===== config.mk =====
export PLATFORM = sky130hd
export DESIGN_NAME = cmp_seq_ctrl
export DESIGN_NICKNAME = d
export VERILOG_FILES = /design/src/rtl/cmp_seq_ctrl.sv
export SDC_FILE = /design/constraint.sdc
export NUM_CORES = 1
export LEC_CHECK = 0
export BUFFER_PORTS_ARGS = -buffer_cell sky130_fd_sc_hd__buf_2
export CORE_UTILIZATION = 52
export CTS_CLUSTER_SIZE = 16
export DETAILED_ROUTE_END_ITERATION = 8
export GPL_TIMING_DRIVEN = 0
export PLACE_DENSITY = 0.82
export SLEW_MARGIN = 20
export SYNTH_ARGS = -nofsm -noshare
export SYNTH_HDL_FRONTEND = slang
export SYNTH_SLANG_ARGS = --single-unit

===== constraint.sdc =====
create_clock -name clk -period 2.8 [get_ports clk]
set_input_delay 0.56 -clock clk [delete_from_list [all_inputs] [get_ports clk]]
set_output_delay 0.56 -clock clk [all_outputs]
set_load 0.02 [all_outputs]

===== src/rtl/cmp_seq_ctrl.sv =====
// Wide-operand magnitude comparator sequencer: resolves A vs B one 2-bit digit pair
// per cycle, MSB digit first, between a valid/ready operand source and result sink.
module cmp_seq_ctrl #(
    parameter int WIDTH      = 8,
    parameter bit EARLY_EXIT = 1'b1,
    localparam int DIGITS    = WIDTH / 2,
    localparam int CW        = $clog2(DIGITS + 1),
    localparam int IW        = (DIGITS > 1) ? $clog2(DIGITS) : 1
) (
    input  logic             clk,
    input  logic             rst_n,
    input  logic             ena,
    input  logic [WIDTH-1:0] in_a,
    input  logic [WIDTH-1:0] in_b,
    input  logic             in_valid,
    output logic             in_ready,
    output logic             out_valid,
    input  logic             out_ready,
    output logic             a_gt_b,
    output logic             a_eq_b,
    output logic             a_lt_b,
    output logic [CW-1:0]    digits_used,
    output logic [1:0]       o_dbg_state
);
    // Handshake rule: a transfer completes on a rising clk edge where valid, ready and
    // ena are all high; ready/valid are held low while ena is low so nothing transfers.
    typedef enum logic [1:0] {
        S_IDLE    = 2'd0,
        S_COMPARE = 2'd1,
        S_RESULT  = 2'd2
    } state_t;

    state_t           r_state;
    state_t           w_next;
    logic [WIDTH-1:0] r_a;
    logic [WIDTH-1:0] r_b;
    logic [IW-1:0]    r_idx;
    logic [CW-1:0]    r_used;
    logic             r_dec;
    logic             r_gt;
    logic [1:0]       w_da;
    logic [1:0]       w_db;
    logic             w_diff;
    logic             w_last;
    logic             w_done;
    logic             w_accept;

    assign w_da     = r_a[{r_idx, 1'b0} +: 2];
    assign w_db     = r_b[{r_idx, 1'b0} +: 2];
    assign w_diff   = (w_da != w_db);
    assign w_last   = (r_idx == '0);
    assign w_done   = (EARLY_EXIT && w_diff) || w_last;
    assign w_accept = ena && in_valid && (r_state == S_IDLE);

    assign digits_used = r_used;
    assign o_dbg_state = r_state;

    always_ff @(posedge clk or negedge rst_n) begin
        if (!rst_n) begin
            r_state <= S_IDLE;
        end else begin
            r_state <= w_next;
        end
    end

    always_comb begin
        w_next    = r_state;
        in_ready  = 1'b0;
        out_valid = 1'b0;
        a_gt_b    = 1'b0;
        a_eq_b    = 1'b0;
        a_lt_b    = 1'b0;
        case (r_state)
            S_IDLE: begin
                in_ready = ena;
                if (w_accept) w_next = S_COMPARE;
            end
            S_COMPARE: begin
                if (ena && w_done) w_next = S_RESULT;
            end
            S_RESULT: begin
                out_valid = ena;
                // Undecided after the last digit means every digit pair matched.
                a_gt_b    = r_dec & r_gt;
                a_lt_b    = r_dec & ~r_gt;
                a_eq_b    = ~r_dec;
                if (ena && out_ready) w_next = S_IDLE;
            end
            default: w_next = S_IDLE;
        endcase
    end

    always_ff @(posedge clk or negedge rst_n) begin
        if (!rst_n) begin
            r_a    <= '0;
            r_b    <= '0;
            r_idx  <= IW'(DIGITS - 1);
            r_used <= '0;
            r_dec  <= 1'b0;
            r_gt   <= 1'b0;
        end else if (ena) begin
            if (w_accept) begin
                r_a    <= in_a;
                r_b    <= in_b;
                r_idx  <= IW'(DIGITS - 1);
                r_used <= '0;
                r_dec  <= 1'b0;
                r_gt   <= 1'b0;
            end else if (r_state == S_COMPARE) begin
                r_used <= r_used + CW'(1);
                // Only the most significant unequal digit decides the result.
                if (!r_dec && w_diff) begin
                    r_dec <= 1'b1;
                    r_gt  <= (w_da > w_db);
                end
                if (!w_done) r_idx <= r_idx - IW'(1);
            end
        end
    end
endmodule


==> impl_metrics.env <==
export IMPL_power_report_internal_total_uw=930
export IMPL_maximum_number_of_pins_on_one_net_before_global_route_repair=26
export IMPL_numCtsBuffers=3
export IMPL_grt_setup_unrepaired="no"
export IMPL_grt_first_pass_wirelength_mm=4.15
export IMPL_worst_clock_skew_ns=0.0115
export IMPL_floorplan_initialDensity_pct=56.4
export IMPL_post_route_fraction_of_the_period_consumed_by_the_critical_path_pct=79.5
export IMPL_n_antenna_cell=0
export IMPL_yosysWarningCount=0
export IMPL_worst_endpoint_required_ns=3.07
export IMPL_die_height_um=51.5
export IMPL_io_pins=31
export IMPL_cts_num_sinks=25
export IMPL_tightestPinTransition_ns=0.544
export IMPL_placement_cell_area_um2=1450
export IMPL_synth_nets=155
export IMPL_post_synthesis_instance_total=130
export IMPL_most_common_layout_cells="54 x sky130_fd_sc_hd__nand2_1, 31 x sky130_fd_sc_hd__buf_2, 23 x sky130_fd_sc_hd__dfrtp_1"
export IMPL_setup_viol=0
export IMPL_crit_arrival_ns=2.49
export IMPL_relative_contribution_of_the_clock_network_to_total_power_pct=10.8
export IMPL_layout_cell_area_non_filler_um2=1480
export IMPL_synthDominantCellAreaShare_pct=45.2
export IMPL_most_common_cell_after_layout_fill_and_taps_aside="sky130_fd_sc_hd__nand2_1"
export IMPL_synth_yosys_seq_area_share_pct=49.4
export IMPL_nNetsFinal=189
export IMPL_hold_viol_final=0
export IMPL_setup_total_negative_slack_ns=0
export IMPL_dr_first_iter_drc_count=13
export IMPL_dpl_hpwl_mm=1.79
export IMPL_maxClockFrequency_ghz=0.449
export IMPL_power_ir_vdd_worst_mv=0.595
export IMPL_critPathMaxFanout=7
export IMPL_netSwitchingPower_uw=630
export IMPL_end_kind="flop"
export IMPL_startpoint_type_of_the_worst_setup_path="flop"
export IMPL_numPortBuffers=29
export IMPL_h_tree_lvls=1
export IMPL_synthTopCellsByArea="sky130_fd_sc_hd__dfrtp_1 45%, sky130_fd_sc_hd__nand2_1 16%, sky130_fd_sc_hd__mux4_2 7.1%, sky130_fd_sc_hd__dfstp_2 4.1%, sky130_fd_sc_hd__ha_1 3.9%"
export IMPL_synth_area_per_cell_um2=9.79
export IMPL_clkTransAtPathRegs_ns=0.15
export IMPL_synthesis_area_um2=1270
export IMPL_route_detailed_vias_per_inst=5.09
export IMPL_min_path_type="in -> async"
export IMPL_core_area_um2=2250
export IMPL_drt_drc_violations_left=0
export IMPL_via_count=972
export IMPL_layout_drive_gt1_share_pct=30.1
export IMPL_floorplan_die_area_um2=2650
export IMPL_post_cts_resized=0
export IMPL_timing_final_max_slew_violations=0
export IMPL_totalWireLength_mm=2.46
export IMPL_ys_types=25
export IMPL_swShare_pct=40.4
export IMPL_criticalPathCategory="reg -> reg"
export IMPL_static_leakage_power_uw=0.000808
export IMPL_final_antenna_net_count=0
export IMPL_routedWlPerCell_um=12.9
export IMPL_num_rows=17
export IMPL_seqPwrFrac_pct=41.2
export IMPL_run_status="finished clean"
export IMPL_p_comb_share_pct=48.0
export IMPL_reg2reg_slack_ns=0.57
export IMPL_area_delta_synth_final_pct=16.5
export IMPL_grt_pass1_vias=969
export IMPL_die_w_um=51.5
export IMPL_synth_top_area_cell="sky130_fd_sc_hd__dfrtp_1"
export IMPL_global_route_overflow_total=0
export IMPL_power_per_cell_area_nw_per_um2=1050
export IMPL_insertion_delay_ns=0.33
export IMPL_synth_seq_cells=25
export IMPL_number_of_iterations_in_the_first_detailed_routing_pass=4
export IMPL_ctsLongestPathBuffers=2
export IMPL_cts_tree="built"
export IMPL_root_buffer="sky130_fd_sc_hd__clkbuf_4"
export IMPL_post_cts_setup_buffers=0
export IMPL_fin_crit_ns=2.23
export IMPL_max_cap_violations=0
export IMPL_cts_hold_buf=0
export IMPL_global_route_usage_over_all_layers_pct=21.9
export IMPL_routabilityCongestion=0.757
export IMPL_initial_antenna_violation_count=0
export IMPL_slew_headroom_pct=63.7
-- sequential cells by signal, summed over array words and instances (netlist names) --
register     count
r_a              8
r_gt             1
r_b              8
r_idx            2
r_dec            1
digits_used      3
o_dbg_state      2
-- power groups by stage --
stage               Combinational [µW]  Clock, µW  Sequential, µW
floorplan                          543          0             658
global placement                   713          0             638
detailed placement                 745          0             650
CTS                                753        170             641
global route                       836        181             663
finish                             748        169             642
-- logic make-up (layout without fill, tap and decap cells) --
| logic type | count (synthesis) | in the layout | share of synthesized area [%] |
|---|---|---|---|
| AO/OA/AOI/OAI | 6 | 6 | 2.75 |
| XOR/XNOR | 2 | 2 | 1.38 |
| adder cells (fa/ha/maj) | 4 | 4 | 3.93 |
| buffers and inverters | 12 | 45 | 5.80 |
| flip-flops | 25 | 25 | 49.4 |
| multiplexers | 8 | 8 | 10.2 |
| AND/OR/NAND/NOR | 73 | 73 | 26.5 |
-- cell usage after synthesis --
| cell type | n |
|---|---|
| sky130_fd_sc_hd__o21ai_0 | 1 |
| sky130_fd_sc_hd__buf_2 | 2 |
| sky130_fd_sc_hd__and2_1 | 1 |
| sky130_fd_sc_hd__ha_1 | 4 |
| sky130_fd_sc_hd__nand4bb_1 | 1 |
| sky130_fd_sc_hd__nor3b_1 | 1 |
| sky130_fd_sc_hd__xor2_1 | 2 |
| sky130_fd_sc_hd__nor3_4 | 1 |
| sky130_fd_sc_hd__dfrtp_1 | 23 |
| sky130_fd_sc_hd__nand3b_2 | 1 |
| sky130_fd_sc_hd__nor2_1 | 8 |
| sky130_fd_sc_hd__mux4_2 | 4 |
| sky130_fd_sc_hd__dfstp_2 | 2 |
| sky130_fd_sc_hd__o21a_1 | 2 |
| sky130_fd_sc_hd__mux2i_1 | 4 |
| sky130_fd_sc_hd__and4bb_1 | 1 |
| sky130_fd_sc_hd__nand4b_1 | 1 |
| sky130_fd_sc_hd__buf_4 | 3 |
| sky130_fd_sc_hd__inv_1 | 5 |
| sky130_fd_sc_hd__buf_6 | 2 |
| sky130_fd_sc_hd__nor3b_2 | 1 |
| sky130_fd_sc_hd__nor2b_1 | 2 |
| sky130_fd_sc_hd__and3_1 | 1 |
| sky130_fd_sc_hd__nand2_1 | 54 |
| sky130_fd_sc_hd__a21oi_1 | 3 |
-- critical path, cell delays in order, from the launching register on --
cell and delay, ns:
sky130_fd_sc_hd__dfstp_2 0.55, sky130_fd_sc_hd__buf_4 0.16, sky130_fd_sc_hd__mux4_2 0.51, sky130_fd_sc_hd__ha_1 0.34
sky130_fd_sc_hd__nand2_1 0.17, sky130_fd_sc_hd__nor3b_2 0.22, sky130_fd_sc_hd__mux2i_1 0.21
-- per-layer routing --
layer  part of all wire, %  up-vias  global-route usage (%)  wire [µm]
li1                      -      483                       -          -
met1                    46      470                    27.2       1120
met2                    50       15                    37.2       1230
met3                   2.7        4                    3.57         66
met4                   1.6        0                    9.46         40
met5                     0        -                       0          0
-- area by class of cell --
class | count | area [µm²]
Fill cell | 189 | 772
Sequential cell | 25 | 628
Multi-Input combinational cell | 93 | 571
Timing Repair Buffer | 29 | 145
Buffer | 7 | 55.1
Tap cell | 28 | 35.0
Clock buffer | 3 | 22.5
Inverter | 5 | 18.8
Clock inverter | 1 | 7.51
-- per-stage QoR --
step | cells | total power [µW] | setup WS [ns] | util, % | hold slack (ns)
after CTS | 191 | 1560 | 0.568 | 65.8 | 0.202
after global placement | 187 | 1350 | 0.672 | 64.4 | 0.453
after detailed placement | 187 | 1400 | 0.605 | 64.4 | 0.463
final | 191 | 1560 | 0.574 | 65.8 | 0.193
after global routing | 191 | 1680 | 0.499 | 65.8 | 0.227
after floorplan | 130 | 1200 | 0.757 | - | 0.264
-- worst paths after layout --
check / start / endpoint / cells after the start
max: r_idx[0]$_DFFE_PN1P_ / r_gt$_DFFE_PN0P_ / 6
min: rst_n / r_b[7]$_DFFE_PN0P_ / 1
max reg2reg: r_idx[0]$_DFFE_PN1P_ / r_gt$_DFFE_PN0P_ / 6
min reg2reg: r_a[5]$_DFFE_PN0P_ / r_a[5]$_DFFE_PN0P_ / 2
max in group asynchronous: rst_n / r_idx[1]$_DFFE_PN1P_ / 1
min in group clk: in_a[5] / r_a[5]$_DFFE_PN0P_ / 3
(Power assumes the default switching activity.)
